**config.mk**
```make
export PLATFORM = sky130hd
export DESIGN_NAME = counter_arbiter
export DESIGN_NICKNAME = d
export VERILOG_FILES = /design/src/rtl/counter_arbiter.sv
export SDC_FILE = /design/constraint.sdc
export NUM_CORES = 1
export LEC_CHECK = 0
export CORE_ASPECT_RATIO = 0.9
export CORE_UTILIZATION = 40
export CTS_CLUSTER_DIAMETER = 150
export DETAILED_ROUTE_END_ITERATION = 12
export PLACE_DENSITY = 0.81
export SLEW_MARGIN = 25
export SYNTH_ARGS = -nofsm -noshare
export SYNTH_HDL_FRONTEND = slang
export SYNTH_SLANG_ARGS = --single-unit
```
**constraint.sdc**
```tcl
create_clock -name clk_i -period 1.68 [get_ports clk_i]
set_input_delay 0.336 -clock clk_i [delete_from_list [all_inputs] [get_ports clk_i]]
set_output_delay 0.336 -clock clk_i [all_outputs]
set_load 0.01 [all_outputs]
```
**src/rtl/counter_arbiter.sv**
```systemverilog
// Round-robin arbiter that time-shares one counter between NUM_REQ requesters,
// sequencing each job through load, run and completion with a timeout guard.
module counter_arbiter #(
  parameter int NUM_REQ        = 4,
  parameter int WIDTH          = 4,
  parameter int TIMEOUT_CYCLES = 32
) (
  input  logic                     clk_i,
  input  logic                     reset_i,
  input  logic [NUM_REQ-1:0]       req_i,
  input  logic [NUM_REQ*WIDTH-1:0] cfg_init_i,
  input  logic [NUM_REQ*WIDTH-1:0] cfg_inc_i,
  input  logic [NUM_REQ*WIDTH-1:0] cfg_target_i,
  output logic [NUM_REQ-1:0]       grant_o,
  output logic [NUM_REQ-1:0]       done_o,
  output logic [WIDTH-1:0]         result_o,
  output logic                     err_o,
  output logic                     busy_o,
  output logic                     cnt_reset_o,
  output logic                     cnt_enable_o,
  output logic [WIDTH-1:0]         cnt_init_o,
  output logic [WIDTH-1:0]         cnt_inc_o,
  output logic [WIDTH-1:0]         cnt_target_o,
  input  logic [WIDTH-1:0]         cnt_value_i,
  input  logic                     cnt_done_i
);

  localparam int PW = (NUM_REQ > 1) ? $clog2(NUM_REQ) : 1;
  localparam int TW = $clog2(TIMEOUT_CYCLES) + 1;

  typedef enum logic [1:0] {IDLE, LOAD, RUN, DONE} state_t;

  state_t               state_q, state_d;
  logic [PW-1:0]        ptr_q, ptr_d;
  logic [TW-1:0]        tmo_q, tmo_d;
  logic [NUM_REQ-1:0]   grant_q, grant_d;
  logic [NUM_REQ-1:0]   done_q, done_d;
  logic [WIDTH-1:0]     result_q, result_d;
  logic                 err_q, err_d;
  logic                 busy_q, busy_d;
  logic                 cnt_reset_q, cnt_reset_d;
  logic                 cnt_enable_q, cnt_enable_d;
  logic [WIDTH-1:0]     cnt_init_q, cnt_init_d;
  logic [WIDTH-1:0]     cnt_inc_q, cnt_inc_d;
  logic [WIDTH-1:0]     cnt_target_q, cnt_target_d;

  logic                 found;
  logic [PW-1:0]        win_idx;
  logic [PW-1:0]        scan_idx;

  // Search upward from the requester after the last winner, wrapping around.
  always_comb begin
    found    = 1'b0;
    win_idx  = '0;
    scan_idx = '0;
    for (int i = 1; i <= NUM_REQ; i++) begin
      scan_idx = PW'((int'(ptr_q) + i) % NUM_REQ);
      if (!found && req_i[scan_idx]) begin
        found   = 1'b1;
        win_idx = scan_idx;
      end
    end
  end

  always_comb begin
    state_d      = state_q;
    ptr_d        = ptr_q;
    tmo_d        = tmo_q;
    grant_d      = grant_q;
    done_d       = done_q;
    result_d     = result_q;
    err_d        = err_q;
    busy_d       = busy_q;
    cnt_reset_d  = cnt_reset_q;
    cnt_enable_d = cnt_enable_q;
    cnt_init_d   = cnt_init_q;
    cnt_inc_d    = cnt_inc_q;
    cnt_target_d = cnt_target_q;
    case (state_q)
      IDLE: begin
        if (found) begin
          state_d      = LOAD;
          ptr_d        = win_idx;
          grant_d      = NUM_REQ'(1) << win_idx;
          busy_d       = 1'b1;
          cnt_reset_d  = 1'b1;
          cnt_init_d   = cfg_init_i[int'(win_idx)*WIDTH +: WIDTH];
          cnt_inc_d    = cfg_inc_i[int'(win_idx)*WIDTH +: WIDTH];
          cnt_target_d = cfg_target_i[int'(win_idx)*WIDTH +: WIDTH];
        end
      end
      LOAD: begin
        state_d      = RUN;
        cnt_reset_d  = 1'b0;
        cnt_enable_d = 1'b1;
      end
      RUN: begin
        tmo_d = tmo_q + TW'(1);
        // A genuine completion wins over a timeout landing on the same cycle.
        if (cnt_done_i || tmo_q == TW'(TIMEOUT_CYCLES - 1)) begin
          state_d      = DONE;
          result_d     = cnt_value_i;
          err_d        = !cnt_done_i;
          cnt_enable_d = 1'b0;
          done_d       = grant_q;
        end
      end
      DONE: begin
        state_d = IDLE;
        grant_d = '0;
        done_d  = '0;
        busy_d  = 1'b0;
        tmo_d   = '0;
      end
      default: state_d = IDLE;
    endcase
  end

  always_ff @(posedge clk_i or negedge reset_i) begin
    if (!reset_i) begin
      state_q      <= IDLE;
      ptr_q        <= PW'(NUM_REQ - 1);
      tmo_q        <= '0;
      grant_q      <= '0;
      done_q       <= '0;
      result_q     <= '0;
      err_q        <= 1'b0;
      busy_q       <= 1'b0;
      cnt_reset_q  <= 1'b0;
      cnt_enable_q <= 1'b0;
      cnt_init_q   <= '0;
      cnt_inc_q    <= '0;
      cnt_target_q <= '0;
    end else begin
      state_q      <= state_d;
      ptr_q        <= ptr_d;
      tmo_q        <= tmo_d;
      grant_q      <= grant_d;
      done_q       <= done_d;
      result_q     <= result_d;
      err_q        <= err_d;
      busy_q       <= busy_d;
      cnt_reset_q  <= cnt_reset_d;
      cnt_enable_q <= cnt_enable_d;
      cnt_init_q   <= cnt_init_d;
      cnt_inc_q    <= cnt_inc_d;
      cnt_target_q <= cnt_target_d;
    end
  end

  assign grant_o      = grant_q;
  assign done_o       = done_q;
  assign result_o     = result_q;
  assign err_o        = err_q;
  assign busy_o       = busy_q;
  assign cnt_reset_o  = cnt_reset_q;
  assign cnt_enable_o = cnt_enable_q;
  assign cnt_init_o   = cnt_init_q;
  assign cnt_inc_o    = cnt_inc_q;
  assign cnt_target_o = cnt_target_q;

endmodule

```
* Word-level counts from Yosys, hierarchy flattened
Index checks and enable logic that the tools add are counted.
Operators by class: shift operators 4, equal/unequal tests 6, add/subtract/negate cells 5, mux-type cells 29, order comparisons 4, reductions and logical operators 20
Operator list (count):
- $shiftx 16x5->4 | 3
- $pmux 4 s2 | 2
- $reduce_and 2->1 | 7
- $lt 2x3->1 const B | 4
- $mux 2 | 6
- $pmux 6 s2 | 1
- $mux 1 | 10
- $bmux 1 s2 | 4
- $mux 4 | 2
- $pmux 2 s4 | 1
- $reduce_bool 2->1 | 4
- $add 6x1->6 const B | 1
- $eq 6x5->1 const B | 1
- $pmux 1 s2 | 3
- $add 2x1->2 const B | 2
- $add 2x2->2 const B | 2
- $eq 2x2->1 const B | 2
- $logic_not 1->1 | 4
- $ne 2x2->1 const B | 2
- $shl 1x2->4 const A | 1
- $logic_and 1x1->1 | 3
- $eq 2x1->1 const B | 1
- $logic_not 2->1 | 1
- $logic_or 1x1->1 | 1
Storage, ports and cells: input port bits 59, logic and storage cells 81, register bits after elaboration 38, output and inout port bits 28

* Depth between registers and ports, before layout
depth in word-level cells 16, gate-level depth with buffers 8, mapped depth without buffers 6

* Least setup slack after synthesis
No wires, ideal clock.
path type flip-flop to flip-flop, start register tmo_q[0], end register result_q[0], in the netlist result_o[0], cell stages (with the launch flop) 6, buffers on the path 0, period minus slack after synthesis 1.771 ns, setup slack -0.091 ns, required time 1.555 ns, library setup time 0.125 ns, arrival time 1.646 ns, path through dfrtp_1 -> ha_1 -> and4b_1 -> a21oi_2 -> nand2b_1 -> mux2_2
On the way: word-level cells in the longest chain between the ends 3
Ends and longest elaborated chain:
- start, declared | RTL line 35 | logic [TW-1:0] tmo_q, tmo_d;
- start signal, assigned | RTL line 137 | tmo_q <= tmo_d;
- $eq 6x5->1 | RTL line 100 | if (cnt_done_i || tmo_q == TW'(TIMEOUT_CYCLES - 1)) begin
- $logic_or 1x1->1 | RTL line 100
- $reduce_and 2->1 (no line)
- end signal, assigned | RTL line 140 | result_q <= result_d;
- end, declared | RTL line 38 | logic [WIDTH-1:0] result_q, result_d;
Every way passes these cells. A chain may end at the register's enable or synchronous reset.

* Worst setup path after layout
start register ptr_q[1], end register cnt_inc_q[2], in the netlist cnt_inc_o[2]
On the way: word-level cells in the longest chain between the ends 14, elaborated cells between the ends (all ways) 28, those cells by class add/sub: 4; shift: 1; mux: 16; reduce/logical: 7
Ends and longest elaborated chain:
- start, declared | RTL line 34 | logic [PW-1:0] ptr_q, ptr_d;
- start signal, assigned | RTL line 122 | ptr_q <= PW'(NUM_REQ - 1);
- start signal, assigned | RTL line 136 | ptr_q <= ptr_d;
- $add 2x1->2 | RTL line 57 | scan_idx = PW'((int'(ptr_q) + i) % NUM_REQ);
- $bmux 1 s2 | RTL line 58 | if (!found && req_i[scan_idx]) begin
- $mux 1 (implied by the code) | RTL line 58
- $mux 1 | RTL line 58
- $logic_not 1->1 | RTL line 58
- $logic_and 1x1->1 | RTL line 58
- $mux 1 | RTL line 58
- $logic_not 1->1 | RTL line 58
- $logic_and 1x1->1 | RTL line 58
- $mux 1 | RTL line 58
- $logic_not 1->1 | RTL line 58
- $logic_and 1x1->1 | RTL line 58
- $mux 2 or $mux 1 (tied branches) | RTL line 58
- $shiftx 16x5->4 or $reduce_and 2->1 (tied branches)
- end signal, assigned | RTL line 146 | cnt_inc_q <= cnt_inc_d;
- end, declared | RTL line 44 | logic [WIDTH-1:0] cnt_inc_q, cnt_inc_d;
Several ways; a longest one is shown, not always the timed one. The select of a mux whose other input is x is not followed.

==> impl_results.rst <==
.. list-table::
   :header-rows: 1

   * - Metric
     - Value
   * - Outcome
     - finished, violations left
   * - Violations in the final reports
     - negative setup slack
   * - Site Rows
     - 25
   * - Highest attainable clock frequency
     - 557 MHz
   * - Insertion delay to the later sink of the worst-skew pair
     - 0.29 ns
   * - Final-layout fill cell count
     - 419
   * - Async set or reset register ratio after synthesis
     - 1.00
   * - Final setup vio count
     - 13
   * - Static Leak
     - 0.00159 uW
   * - Boundary pin count
     - 87
   * - Via count
     - 2222
   * - Ys flop type
     - dfrtp_1
   * - Number of DRC markers in iteration 0
     - 129
   * - Kind of launch point of the worst setup path
     - flop
   * - HPWL after DPL
     - 4.66 mm
   * - Skew final
     - 0.00447 ns
   * - Biggest fanout along the worst timing path
     - 8
   * - Cell chain of the critical path
     - mux2i_1, o22ai_2, a21oi_4, buf_12, buf_4, mux2i_1, a21oi_1
   * - Total congestion overflow after global routing
     - 0
   * - Die Wd
     - 82.3 um
   * - Setup repair after global routing missed its margin
     - true
   * - Yosys warns
     - 0
   * - Clock tree root buffer cell
     - clkbuf_8
   * - Post-detailed-routing wire length
     - 6.67 mm
   * - Share of cells above drive strength 1
     - 0.254
   * - Antenna viol nets, final
     - 0
   * - Total nets after synthesis
     - 294
   * - H-tree depth reported by CTS
     - 2
   * - Num CTS Buffers
     - 5
   * - Antenna diode instance count
     - 0
   * - Placer's final routability congestion estimate
     - 0.820
   * - Synthesis-stage register bit count
     - 38
   * - Final-stage net count
     - 407
   * - WP buf/inv
     - 2
   * - Fraction of the cycle the final worst path needs
     - 1.07
   * - Worst Max-Slew Pin Slew
     - 0.409 ns
   * - Max capacitance violation total
     - 0
   * - Hold violation count in the final report
     - 0
   * - Final critical path time including I/O delays and setup
     - 1.79 ns
   * - Number of max-slew violations in the final report
     - 0
   * - Arrival time at the worst endpoint
     - 1.97 ns
   * - Final setup slack of the worst path
     - -0.115 ns
   * - Number of detailed-routing iterations run before antenna repair
     - 4
   * - Initial Utilization
     - 0.429
   * - Post-detailed-route via-to-cell ratio
     - 5.42
   * - Master of the slowest instance on the critical path
     - dfstp_2
   * - Max VDD drop
     - 0.847 mV
   * - Number of buffers on the longest clock path
     - 2
   * - DIE AREA
     - 6120 um^2
   * - Biggest cell delay along the critical path
     - 0.62 ns
   * - Worst Path Class, Setup
     - reg2reg
   * - Antenna violations before repair
     - 0
   * - Sort of element at the end of the critical path
     - flop
   * - Required time at the endpoint of the critical path
     - 1.85 ns
   * - Vertical extent of the die
     - 74.3 um
   * - Gate count after technology mapping
     - 230
   * - First-pass GRT wire length
     - 10.5 mm
   * - Post-detailed-route DRC marker count
     - 0
   * - Total GRT Usage
     - 0.230
   * - Post-synthesis cell area
     - 2320 um^2
   * - Top cell family by delay on the critical path
     - flip-flops
   * - Core area
     - 5410 um^2
   * - Clock Pin Slew Worst Setup and Hold Paths
     - 0.07 ns
   * - Worst hold margin
     - 0.491 ns
   * - Number of synthesized flops with an enable pin
     - 0
   * - TritonCTS clock tree
     - built
   * - Number of global-route vias before repair
     - 2191
   * - Sequential share of the synthesized area
     - 0.410
   * - Number of sinks driven by the clock tree
     - 38
   * - Post-synthesis to final-layout area growth
     - 60.9%
   * - Final total negative setup slack
     - -0.893 ns
   * - HP Class
     - reg2reg
   * - PwrDens
     - 1590 nW/um^2
   * - Remaining max-slew budget at the tightest pin
     - 0.727
   * - Per-cell routed wire length
     - 16.3 um
   * - Mean area per synthesized cell
     - 10.1 um^2
   * - Number of distinct standard cells referenced by the synthesized netlist
     - 46
   * - Number of input and output port buffers inserted
     - 86
   * - Most frequent cell on the critical path
     - mux2i_1
   * - Pin count of the biggest net entering global routing
     - 24
[what timing repair did]
item	4_1_cts	5_1_grt
gates cloned	1	1
gates resized for setup	10	11
hold endpoints to repair	13	0
pin swaps	0	3
setup endpoints to repair	20	24
hold buffers	1	0
setup buffers	2	5
[worst min-delay path, delay by kind of cell, from the launching register on]
family / cells / cell delay (ns)
AOI/OAI and AO/OA: 1 / 0.06
DFF: 1 / 0.34
and+or+nand+nor: 1 / 0.04
[where the power goes]
group          internal, uW  leakage, uW  switching (uW)  total (uW)
Combinational          2040      0.00108            1640        3680
Clock                   279    0.0000438             321         599
Sequential             1350     0.000464             332        1680
Total                  3670      0.00159            2290        5960
[sequential cells by signal, indices dropped and copies added (netlist names), 2 cells and up]
register / count
tmo_q: 6
state_q: 2
result_o: 4
cnt_inc_o: 4
cnt_init_o: 4
ptr_q: 2
grant_o: 4
done_o: 4
cnt_target_o: 4
[layout by cell type (no fill, tap or decap), types with 2 or more instances in the layout]
master	count
clkdlybuf4s50_1	82
dfrtp_1	36
buf_4	26
nor2_1	25
a21oi_1	14
o21ai_0	13
nand2_1	12
nor3b_1	12
mux2i_1	12
a221oi_2	9
a22o_1	9
nor3b_2	8
buf_12	7
nor2b_1	6
inv_1	5
ha_1	5
clkbuf_8	5
mux2_2	4
nand2b_4	3
o21ai_2	3
mux2_4	3
xor2_1	3
dlygate4sd2_1	3
a21oi_4	2
a31o_4	2
a32oi_1	2
a31oi_1	2
nand4_1	2
clkinv_2	2
dfstp_2	2
[stage by stage]
| stage | power (uW) | util | cell area [um^2] | std cells | setup slack, ns |
|---|---|---|---|---|---|
| 2_1_floorplan | 3500 | - | 2360 | 230 | -0.0490 |
| 6_report | 5960 | 0.691 | 3740 | 410 | -0.115 |
| 4_1_cts | 5830 | 0.674 | 3640 | 405 | -0.120 |
| 3_3_place_gp | 4970 | 0.643 | 3480 | 394 | -0.484 |
| 3_5_place_dp | 5060 | 0.643 | 3480 | 394 | -0.543 |
| 5_1_grt | 6350 | 0.691 | 3740 | 410 | -0.173 |
[metal layers]
metal	wire length (um)	part of all wire	global-route usage	vias to the layer above
li1	-	-	-	1069
met4	116	0.017	0.0585	0
met1	2960	0.44	0.291	1065
met2	3180	0.48	0.391	74
met3	416	0.062	0.0601	14
met5	0	0	0	-
[area by class of cell]
class	instances	area, um^2	area share
clock buffers	5	68.8	0.0184
clock inverters	2	10.0	0.00268
inverters	5	18.8	0.00502
multi-input cells	171	1370	0.366
flip-flops and latches	38	953	0.255
well taps	67	83.8	0.0224
repair buffers	122	1230	0.330
[cells by family (layout without fill, tap and decap cells)]
| group | count (synthesis) | count (layout) | share of synthesized area |
|---|---|---|---|
| AOI/OAI and AO/OA | 67 | 67 | 0.227 |
| DFF | 38 | 38 | 0.410 |
| buffers and inverters | 21 | 134 | 0.0512 |
| muxes | 19 | 19 | 0.0872 |
| xor gates and xnor gates | 4 | 4 | 0.0151 |
| adders and majority gates | 5 | 5 | 0.0269 |
| and+or+nand+nor | 76 | 76 | 0.182 |
[path summary, 6_finish.rpt]
check                          from            to  slack, ns  cells after the start
min in group asynchronous   reset_i  cnt_enable_o       0.50                      2
max in group asynchronous   reset_i  cnt_inc_o[1]       0.72                      3
max reg2reg                ptr_q[1]  cnt_inc_o[2]      -0.11                      7
min reg2reg                   err_o         err_o       0.49                      2
min                           err_o         err_o       0.49                      2
max                        ptr_q[1]  cnt_inc_o[2]      -0.11                      7
[Yosys cell counts, types with 2 or more instances]
cell | count | share of area
a22o_1 | 9 | 0.034
clkbuf_1 | 4 | 0.0065
a31oi_1 | 3 | 0.0081
nor3b_1 | 20 | 0.065
nor2b_1 | 7 | 0.019
a21oi_2 | 2 | 0.0075
mux2i_1 | 12 | 0.052
buf_4 | 5 | 0.016
a31o_2 | 2 | 0.0075
nor2_1 | 25 | 0.040
nand2_1 | 12 | 0.019
mux2_2 | 6 | 0.029
nand4_1 | 2 | 0.0054
a32oi_1 | 2 | 0.0075
a21oi_1 | 14 | 0.030
nand2b_1 | 2 | 0.0054
o21ai_1 | 2 | 0.0043
ha_1 | 5 | 0.027
dfrtp_1 | 36 | 0.39
a221oi_2 | 9 | 0.058
buf_2 | 5 | 0.011
xor2_1 | 3 | 0.011
o21ai_0 | 14 | 0.030
inv_1 | 5 | 0.0081
dfstp_2 | 2 | 0.023
buf_6 | 2 | 0.0097
(Power assumes the default switching activity.)
